File: config.mk
export PLATFORM = sky130hd
export DESIGN_NAME = score_controller_flat
export DESIGN_NICKNAME = d
export VERILOG_FILES = /design/src/rtl/score_controller_if.sv /design/src/rtl/score_controller.sv /design/src/flat_wrapper.sv
export SDC_FILE = /design/constraint.sdc
export NUM_CORES = 1
export LEC_CHECK = 0
export CORE_ASPECT_RATIO = 0.7
export CORE_UTILIZATION = 50
export DETAILED_ROUTE_END_ITERATION = 12
export PLACE_DENSITY = 0.75
export SLEW_MARGIN = 10
export SYNTH_ARGS = -nofsm -noshare
export SYNTH_HDL_FRONTEND = slang
export SYNTH_SLANG_ARGS = --single-unit
File: constraint.sdc
create_clock -name VGA_CLK -period 2.3 [get_ports VGA_CLK]
set_clock_uncertainty 0.2 [all_clocks]
set_input_delay 0.23 -clock VGA_CLK [delete_from_list [all_inputs] [get_ports VGA_CLK]]
set_output_delay 0.23 -clock VGA_CLK [all_outputs]
set_load 0.1 [all_outputs]
File: src/rtl/score_controller_if.sv
// Bus between the pong game-flow sequencer and its neighbours
// (frame sync, start button, point pulses, scoreboard and ball control).
interface score_controller_if;
  logic       vsync;
  logic       start;
  logic       player_point;
  logic       ai_point;
  logic [3:0] player_score;
  logic [3:0] ai_score;
  logic       serve;
  logic       serve_dir;
  logic       ball_enable;
  logic       blank_player;
  logic       blank_ai;
  logic       game_over;
  logic       winner;

  // Environment side: drives sync, button and point pulses.
  modport master (
    output vsync, start, player_point, ai_point,
    input  player_score, ai_score, serve, serve_dir, ball_enable,
           blank_player, blank_ai, game_over, winner
  );

  // Sequencer side.
  modport slave (
    input  vsync, start, player_point, ai_point,
    output player_score, ai_score, serve, serve_dir, ball_enable,
           blank_player, blank_ai, game_over, winner
  );
endinterface

File: src/rtl/score_controller.sv
// Pong game-flow sequencer: owns the scores, times the serve in frames,
// enables ball motion and flashes the scoring/winning digit.
module score_controller #(
  parameter int unsigned WIN_SCORE    = 9,
  parameter int unsigned SERVE_FRAMES = 60,
  parameter int unsigned FLASH_FRAMES = 8
) (
  input  logic               VGA_CLK,
  input  logic               resetn,
  score_controller_if.slave  bus
);

  localparam int unsigned SERVE_W = $clog2(SERVE_FRAMES + 1);
  localparam int unsigned FLASH_W = $clog2(FLASH_FRAMES + 1);

  typedef enum logic [1:0] {S_IDLE, S_SERVE_WAIT, S_PLAY, S_GAME_OVER} state_e;
  typedef enum logic [1:0] {T_NONE, T_PLAYER, T_AI} target_e;

  state_e             state_q, state_d;
  target_e            target_q, target_d;
  logic [3:0]         player_score_q, player_score_d;
  logic [3:0]         ai_score_q, ai_score_d;
  logic [SERVE_W-1:0] serve_cnt_q, serve_cnt_d;
  logic [FLASH_W-1:0] flash_cnt_q, flash_cnt_d;
  logic               phase_q, phase_d;
  logic               vsync_q;
  logic               serve_q, serve_d;
  logic               serve_dir_q, serve_dir_d;
  logic               ball_enable_q, ball_enable_d;
  logic               blank_player_q, blank_player_d;
  logic               blank_ai_q, blank_ai_d;
  logic               game_over_q, game_over_d;
  logic               winner_q, winner_d;
  logic               tick_c;
  logic [3:0]         player_inc_c, ai_inc_c;

  assign tick_c       = bus.vsync & ~vsync_q;
  assign player_inc_c = player_score_q + 4'd1;
  assign ai_inc_c     = ai_score_q + 4'd1;

  // State and output registers.
  always_ff @(posedge VGA_CLK or negedge resetn) begin
    if (!resetn) begin
      state_q        <= S_IDLE;
      target_q       <= T_NONE;
      player_score_q <= '0;
      ai_score_q     <= '0;
      serve_cnt_q    <= '0;
      flash_cnt_q    <= '0;
      phase_q        <= 1'b0;
      vsync_q        <= 1'b0;
      serve_q        <= 1'b0;
      serve_dir_q    <= 1'b0;
      ball_enable_q  <= 1'b0;
      blank_player_q <= 1'b0;
      blank_ai_q     <= 1'b0;
      game_over_q    <= 1'b0;
      winner_q       <= 1'b0;
    end else begin
      state_q        <= state_d;
      target_q       <= target_d;
      player_score_q <= player_score_d;
      ai_score_q     <= ai_score_d;
      serve_cnt_q    <= serve_cnt_d;
      flash_cnt_q    <= flash_cnt_d;
      phase_q        <= phase_d;
      vsync_q        <= bus.vsync;
      serve_q        <= serve_d;
      serve_dir_q    <= serve_dir_d;
      ball_enable_q  <= ball_enable_d;
      blank_player_q <= blank_player_d;
      blank_ai_q     <= blank_ai_d;
      game_over_q    <= game_over_d;
      winner_q       <= winner_d;
    end
  end

  // Next-state and next-output logic; outputs derive from next-state values.
  always_comb begin
    state_d        = state_q;
    target_d       = target_q;
    player_score_d = player_score_q;
    ai_score_d     = ai_score_q;
    serve_cnt_d    = serve_cnt_q;
    flash_cnt_d    = flash_cnt_q;
    phase_d        = phase_q;
    serve_d        = 1'b0;
    serve_dir_d    = serve_dir_q;
    winner_d       = winner_q;

    // Flash timebase, advanced on frame ticks while a digit is flashing.
    if (tick_c && (state_q == S_GAME_OVER ||
                   (state_q == S_SERVE_WAIT && target_q != T_NONE))) begin
      if (flash_cnt_q <= FLASH_W'(1)) begin
        phase_d     = ~phase_q;
        flash_cnt_d = FLASH_W'(FLASH_FRAMES);
      end else begin
        flash_cnt_d = flash_cnt_q - FLASH_W'(1);
      end
    end

    case (state_q)
      S_IDLE, S_GAME_OVER: begin
        if (bus.start) begin
          state_d        = S_SERVE_WAIT;
          target_d       = T_NONE;
          player_score_d = '0;
          ai_score_d     = '0;
          serve_dir_d    = 1'b0;
          winner_d       = 1'b0;
          serve_cnt_d    = SERVE_W'(SERVE_FRAMES);
          phase_d        = 1'b0;
        end
      end
      S_SERVE_WAIT: begin
        if (tick_c) begin
          if (serve_cnt_q == SERVE_W'(1)) begin
            state_d     = S_PLAY;
            serve_d     = 1'b1;
            phase_d     = 1'b0;
            serve_cnt_d = '0;
          end else begin
            serve_cnt_d = serve_cnt_q - SERVE_W'(1);
          end
        end
      end
      S_PLAY: begin
        if (bus.player_point || bus.ai_point) begin
          state_d     = S_SERVE_WAIT;
          serve_cnt_d = SERVE_W'(SERVE_FRAMES);
          flash_cnt_d = FLASH_W'(FLASH_FRAMES);
          phase_d     = 1'b0;
          if (bus.player_point && bus.ai_point) begin
            target_d = T_NONE;
          end else if (bus.player_point) begin
            player_score_d = player_inc_c;
            target_d       = T_PLAYER;
            serve_dir_d    = 1'b1;
            if (player_inc_c == 4'(WIN_SCORE)) begin
              state_d  = S_GAME_OVER;
              winner_d = 1'b1;
            end
          end else begin
            ai_score_d  = ai_inc_c;
            target_d    = T_AI;
            serve_dir_d = 1'b0;
            if (ai_inc_c == 4'(WIN_SCORE)) begin
              state_d  = S_GAME_OVER;
              winner_d = 1'b0;
            end
          end
        end
      end
      default: state_d = S_IDLE;
    endcase

    ball_enable_d  = (state_d == S_PLAY);
    game_over_d    = (state_d == S_GAME_OVER);
    blank_player_d = phase_d &
                     (((state_d == S_SERVE_WAIT) && (target_d == T_PLAYER)) ||
                      ((state_d == S_GAME_OVER) && winner_d));
    blank_ai_d     = phase_d &
                     (((state_d == S_SERVE_WAIT) && (target_d == T_AI)) ||
                      ((state_d == S_GAME_OVER) && !winner_d));
  end

  assign bus.player_score = player_score_q;
  assign bus.ai_score     = ai_score_q;
  assign bus.serve        = serve_q;
  assign bus.serve_dir    = serve_dir_q;
  assign bus.ball_enable  = ball_enable_q;
  assign bus.blank_player = blank_player_q;
  assign bus.blank_ai     = blank_ai_q;
  assign bus.game_over    = game_over_q;
  assign bus.winner       = winner_q;

endmodule

File: src/flat_wrapper.sv
// flat-port wrapper written by rule: the top's interface ports become plain ports
module score_controller_flat 
#(
  parameter int unsigned WIN_SCORE    = 9,
  parameter int unsigned SERVE_FRAMES = 60,
  parameter int unsigned FLASH_FRAMES = 8
)
  (VGA_CLK, resetn, bus_vsync, bus_start, bus_player_point, bus_ai_point, bus_player_score, bus_ai_score, bus_serve, bus_serve_dir, bus_ball_enable, bus_blank_player, bus_blank_ai, bus_game_over, bus_winner);
  score_controller_if bus_i ();
  input  logic VGA_CLK;
  input  logic resetn;
  input wire logic [$bits(bus_i.vsync)-1:0] bus_vsync;
  input wire logic [$bits(bus_i.start)-1:0] bus_start;
  input wire logic [$bits(bus_i.player_point)-1:0] bus_player_point;
  input wire logic [$bits(bus_i.ai_point)-1:0] bus_ai_point;
  output wire logic [$bits(bus_i.player_score)-1:0] bus_player_score;
  output wire logic [$bits(bus_i.ai_score)-1:0] bus_ai_score;
  output wire logic [$bits(bus_i.serve)-1:0] bus_serve;
  output wire logic [$bits(bus_i.serve_dir)-1:0] bus_serve_dir;
  output wire logic [$bits(bus_i.ball_enable)-1:0] bus_ball_enable;
  output wire logic [$bits(bus_i.blank_player)-1:0] bus_blank_player;
  output wire logic [$bits(bus_i.blank_ai)-1:0] bus_blank_ai;
  output wire logic [$bits(bus_i.game_over)-1:0] bus_game_over;
  output wire logic [$bits(bus_i.winner)-1:0] bus_winner;
  assign bus_i.vsync = bus_vsync;
  assign bus_i.start = bus_start;
  assign bus_i.player_point = bus_player_point;
  assign bus_i.ai_point = bus_ai_point;
  assign bus_player_score = bus_i.player_score;
  assign bus_ai_score = bus_i.ai_score;
  assign bus_serve = bus_i.serve;
  assign bus_serve_dir = bus_i.serve_dir;
  assign bus_ball_enable = bus_i.ball_enable;
  assign bus_blank_player = bus_i.blank_player;
  assign bus_blank_ai = bus_i.blank_ai;
  assign bus_game_over = bus_i.game_over;
  assign bus_winner = bus_i.winner;
  score_controller #(.WIN_SCORE(WIN_SCORE), .SERVE_FRAMES(SERVE_FRAMES), .FLASH_FRAMES(FLASH_FRAMES)) u_core (.VGA_CLK(VGA_CLK), .resetn(resetn), .bus(bus_i));
endmodule
==> impl_results.md, run 1 <==
- Largest net degree at the start of global routing: 32
- Type of the worst setup path: reg2reg
- Boundary Pins: 21
- CTS Buf Count: 5
- Reg clk slew, reported paths: 0.06 ns
- Peak VDD IR: 0.4176 mV
- # fillers: 300
- Vias in the first global route: 1,408
- Least-Margin Pin Slew: 0.3914 ns
- Final min period: 2.328 ns
- Wire length of the first global-routing pass: 6396 um
- DP Wirelength: 2954 um
- CP max-delay cell: or4b_4
- DRC: 0
- Total vias in the final route: 1,574
- CP max stage delay: 0.46 ns
- Syn-to-layout area delta: 27.04%
- Nets: 253
- Kind of start point of the critical path: flop
- Pwr per Cell Area: 764.1 nW/um2
- Pins Over Slew Limit: 0
- Yosys reg bits: 31
- Pwr Total: 0.001783 W
- Seq/Total Area, Yosys: 42.23%
- Tcrit/Tclk final: 101.2%
- Number of H-tree levels: 2
- Die X: 74.44 um
- DP Cell Count: 276
- Mapped Area: 1837 um2
- Sequential cell area: 788.3 um2
- CP Cell Sequence: inv_2 > ha_4 > or4b_4 > o31a_1 > a21oi_2 > nor3_2 > nor4b_2 > a31o_1
- GRT overflow: 0
- WP data required: 2.27 ns
- CP delay by family, top: compound AO/OA/AOI/OAI gates
- GRT Total Usage: 22.71%
- CTS Root Cell: clkbuf_8
- Setup crit end kind: flop
- Ant diodes: 0
- Multi-input logic area: 1025 um2
- Initial DRC Count: 123
- Via/cell ratio: 5.484
- Setup tns final: -0.02756 ns
- Final Core Density: 66.42%
- Clock insertion delay at the later pin of the skew report: 0.28 ns
- Max Fclk: 429.6 MHz
- Initial antenna violation count: 0
- Post-synth EDFFs: 0
- Total routed wirelength: 4039 um
- Final non-filler cell total: 287
- Die H: 52.71 um
- Core Box Area: 3513 um2
- CP arrival: 2.30 ns
- DRT Pass-1 Iters: 4
- Synth Instances: 200
- Clk sinks: 31
- Failing checks: setup timing
- Max cap viols: 0
- Post-synthesis cell type count: 47
- Final hold violation count: 0
- Hold Crit Class: in2async
- Outcome: finished with violations
- CTS tree: yes
- Rows: 18
- Ys async rst share: 100.0%
- Synth warn: 0
- Layout cells sized above 1: 26.16%
- Setup ws final: -0.02756 ns
- Initial Util: 52.28%
- Final setup viols: 1
- DIE AREA: 3924 um2
- WL per Instance: 14.07 um
- Antenna-violating nets left: 0
- Max FO, Critical Path: 4
- RSZ-0062 raised after global routing: true
- Top_reg_cell synth: dfrtp_1
- CP bufs+invs: 1
- Syn Nets: 217
- CTS Buffer Depth: 2
- Relative slew slack: 73.91%
- Syn Area/Cell: 9.184 um2
- Placer Congestion: 0.8716
- Port Buf Inserts: 20
- Static Leakage: 1.063 nW
-- cell families (layout without fill, tap and decap cells) --
family / count (synthesis) / after routing / share of synthesized area (%)
flops: 31 / 31 / 42.23
buf+inv: 26 / 63 / 5.518
mux: 1 / 1 / 0.5450
fa+ha+maj: 11 / 11 / 7.493
xor+xnor: 7 / 7 / 3.338
compound gates: 63 / 63 / 23.71
simple gates: 61 / 61 / 17.17
-- worst paths after layout --
check	start	slack, ns	to	depth (start not counted)
worst max register to register	u_core.serve_cnt_q[1]	-0.03	u_core.bus.blank_ai	8
worst max-delay path	u_core.serve_cnt_q[1]	-0.03	u_core.bus.blank_ai	8
max in group asynchronous	resetn	1.44	u_core.bus.ai_score[0]	2
worst min register to register	u_core.bus.ai_score[2]	0.33	u_core.bus.ai_score[2]	1
worst min-delay path	resetn	0.14	u_core.bus.player_score[2]	2
min in group VGA_CLK	bus_vsync	0.23	u_core.vsync_q	1
-- per-stage QoR --
stage / hold WS (ns) / instance area [um2] / setup WS, ns
2_1_floorplan: -0.2656 / 1873 / 0.002255
5_1_grt: 0.1777 / 2333 / -0.07377
3_3_place_gp: 0.3051 / 2170 / 0.06612
3_5_place_dp: 0.3205 / 2170 / 0.005665
4_1_cts: 0.1478 / 2281 / 0.002311
6_report: 0.1361 / 2333 / -0.02756
-- final cells by class --
cell class / instances / area share [%]
clock buffer: 8 / 4.290
inverter: 18 / 2.895
multi-input combinational: 143 / 43.91
sequential: 31 / 33.78
tap: 50 / 2.681
timing repair buffer: 37 / 12.44
-- cell usage after synthesis, drive strengths merged, types with 2 or more instances --
| cell type | count | area [um2] |
|---|---|---|
| o31a | 3 | 27.53 |
| nor3 | 4 | 25.02 |
| o21ai | 28 | 143.9 |
| a21oi | 5 | 28.78 |
| dfrtp | 31 | 775.7 |
| or2 | 2 | 12.51 |
| nor4 | 3 | 18.77 |
| nand2 | 14 | 52.55 |
| xnor2 | 4 | 35.03 |
| o31ai | 4 | 30.03 |
| ha | 11 | 137.6 |
| nand3 | 7 | 35.03 |
| a21o | 7 | 52.55 |
| inv | 18 | 67.56 |
| nor2 | 15 | 56.30 |
| clkbuf | 7 | 26.28 |
| a22o | 2 | 17.52 |
| xor2 | 3 | 26.28 |
| nand2b | 3 | 18.77 |
| a31oi | 2 | 12.51 |
| a21boi | 2 | 15.02 |
| and3 | 2 | 12.51 |
| nor2b | 5 | 31.28 |
-- cell usage in the layout, fill, tap and decap left out, types with 3 or more instances in the layout --
cell type,count
nor2b_1,4
nor2_1,15
nand2b_1,3
nand2_1,14
dfrtp_1,25
ha_1,8
ha_4,3
xnor2_1,4
clkbuf_8,7
clkdlybuf4s50_1,5
nor4_1,3
buf_4,32
a21oi_1,4
o31ai_1,4
xor2_1,3
dfrtp_2,4
nand3_1,7
a21o_1,7
inv_1,17
o21ai_1,6
o21ai_0,20
-- power breakdown --
group	switching, W	total (W)	internal, W
registers	0.0000659	0.000667	0.000601
clock network	0.000192	0.000465	0.000273
logic	0.000354	0.000651	0.000298
-- state kept, by name (all words and copies together) (netlist names) --
signal and flops:
u_core.serve_cnt_q 6, u_core.bus.ai_score 4, u_core.bus.player_score 4, u_core.flash_cnt_q 4, u_core.state_q 2, u_core.target_q 2
u_core.bus.ball_enable 1, u_core.bus.blank_ai 1, u_core.bus.blank_player 1, u_core.bus.game_over 1, u_core.bus.serve 1, u_core.bus.serve_dir 1
u_core.bus.winner 1, u_core.phase_q 1, u_core.vsync_q 1
-- what timing repair did --
item	in CTS	in global routing
setup buffers	0	3
cloned	0	0
gates resized for setup	3	7
hold buffers	0	0
pin swaps	0	5
setup endpoints to repair	2	3
-- metal layers --
metal	GRT usage [%]	share of wire, %	up-vias	wire [um]
li1	-	-	772	-
met1	32.05	51	755	2040
met2	33.18	43	40	1744
met3	6.154	4.9	7	196
met4	7.862	1.4	0	58
met5	0	0	-	0
No activity file was read; power rests on OpenSTA's default activity.
==> inputs of run 2 (changes only) <==
- ABC_AREA: default -> 1
==> impl_results.md, run 2 <==
- Yosys reg bits: 31
- Outcome: complete, no violations
- Peak VDD IR: 0.4056 mV
- Total vias in the final route: 1,541
- Dpl cell area: 2033 um2
- Vias in the first global route: 1,379
- Post-CTS resize count: 0
- Worst R2R Path Depth: 8
- Most frequent cells in the layout: nand2_1, inv_1, dfrtp_1
- Syn-to-layout area delta: 17.53%
- Tcrit/Tclk final: 90.12%
- CTS Root Cell: clkbuf_8
- DIE AREA: 3831 um2
- Pwr per Cell Area: 888.2 nW/um2
- Ys async rst share: 100.0%
- Die X: 73.55 um
- CP bufs+invs: 1
- CP arrival: 2.07 ns
- Pins Over Slew Limit: 0
- Main combinational cell family by area after synthesis: simple AND/OR/NAND/NOR gates
- Commonest cells post-synth: nand2_1, inv_1, dfrtp_1, o21ai_0, nand3_1
- Largest Register: u_core.serve_cnt_q
- DRC: 0
- Setup crit end kind: flop
- Initial Util: 54.70%
- Largest net degree at the start of global routing: 32
- Post-synth top area cell: dfrtp_1
- Max reg flops: 6
- Boundary Pins: 21
- Initial antenna violation count: 0
- Core Box Area: 3276 um2
- Wire length of the first global-routing pass: 6299 um
- Synthesized-area fraction occupied by xor and xnor cells: 0.4888%
- Static Leakage: 1.074 nW
- Initial DRC Count: 147
- Final min period: 2.073 ns
- Max FO, Critical Path: 7
- CP max-delay cell: dfrtp_1
- Via/cell ratio: 5.137
- Die H: 52.09 um
- RSZ-0062 raised after global routing: false
- Syn Nets: 242
- GRT Total Usage: 22.55%
- Final non-filler cell total: 300
- Final hold violation count: 0
- Postcts setup bufs: 0
- Kind of start point of the critical path: flop
- Hold Crit Class: in2async
- Post-synth top area share: 43.30%
- Mapped Area: 1792 um2
- Simple logic cell fraction of the synthesized area: 23.04%
- CP Cell Sequence: inv_1 > ha_1 > o21ai_2 > a21oi_4 > o211ai_4 > xor2_1 > or2_1 > a21oi_1
- Most common cell after layout, fill and taps aside: nand2_1
- Top_reg_cell synth: dfrtp_1
- Ant diodes: 0
- Relative slew slack: 69.18%
- Synth Instances: 225
- Port Buf Inserts: 20
- CTS tree: yes
- CTS Buffer Depth: 2
- Post-synthesis mux area share: 0%
- Final setup viols: 0
- Max Fclk: 482.4 MHz
- Placer Congestion: 0.9740
- DRT Pass-1 Iters: 4
- Final Core Density: 64.29%
- GRT overflow: 0
- Reg clk slew, reported paths: 0.06 ns
- Syn Area/Cell: 7.963 um2
- Ranking of synthesized cells by area: dfrtp_1, nand2_1, inv_1, ha_1, o21ai_0
- Most frequent cell after synthesis: nand2_1
- Post-route cell area: 2106 um2
- Antenna-violating nets left: 0
- Seq/Total Area, Yosys: 43.30%
- Stages on the worst setup path: 8
- CTS Buf Count: 5
- Least-Margin Pin Slew: 0.4597 ns
- Post-synthesis cell type count: 30
- Setup tns final: 0 ns
- Adder-Cell Fraction of Synth Area: 7.682%
- DP Wirelength: 2707 um
- Clock insertion delay at the later pin of the skew report: 0.28 ns
- Clk sinks: 31
- Total routed wirelength: 3520 um
- Number of H-tree levels: 2
- Type of the worst setup path: reg2reg
- Layout cells sized above 1: 15.42%
- Compound-gate portion of the synthesized area: 15.78%
- Rows: 17
- WP data required: 2.30 ns
- WL per Instance: 11.73 um
- Nets: 271
- CP delay by family, top: compound AO/OA/AOI/OAI gates
- Max cap viols: 0
- # fillers: 312
- Hold buffer count at CTS: 0
- CP max stage delay: 0.43 ns
- DP Cell Count: 294
- Synth warn: 0
- Post-synth EDFFs: 0
run 2: layer usage:
layer / global-route usage, % / vias up / wire length [um]
met1: 34.83 / 691 / 1908
met3: 8.140 / 5 / 260
li1: - / 786 / -
met4: 6.731 / 0 / 46
met5: 0 / - / 0
met2: 28.59 / 59 / 1304
run 2: power breakdown:
group / internal (W) / switching (W)
Combinational: 0.000216 / 0.000554
Clock: 0.000201 / 0.000181
Sequential: 0.000647 / 0.0000706
Total: 0.00106 / 0.000806
run 2: final timing paths:
path	from	endpoint	slack, ns
max reg2reg	u_core.state_q[1]	u_core.bus.blank_ai	0.23
min reg2reg	u_core.flash_cnt_q[3]	u_core.flash_cnt_q[3]	0.32
min	resetn	u_core.target_q[1]	0.14
max in group asynchronous	resetn	u_core.bus.ai_score[1]	1.45
max	u_core.state_q[1]	u_core.bus.blank_ai	0.23
min in group VGA_CLK	bus_vsync	u_core.vsync_q	0.24
run 2: area by class of cell:
cell class              instances  area [um2]  area share, %
well taps                      47       58.81          2.793
clock buffers                   6       72.57          3.446
inverters                      45       168.9          8.021
flip-flops and latches         31       778.2          36.96
multi-input cells             148       842.1          39.99
repair buffers                 23       185.2          8.794
run 2: stage by stage:
step	hold WS [ns]	setup slack (ns)	power, W
after floorplan	-0.2656	0.02073	0.001315
final	0.1447	0.2272	0.001870
after CTS	0.1573	0.2191	0.001877
after detailed placement	0.3175	0.2405	0.001493
after global placement	0.3033	0.2334	0.001480
after global routing	0.1807	0.01889	0.002010
run 2: cell families after synthesis:
kind of cell	count (synthesis)
simple gates	91
buf+inv	46
compound gates	45
flops	31
fa+ha+maj	11
xor+xnor	1
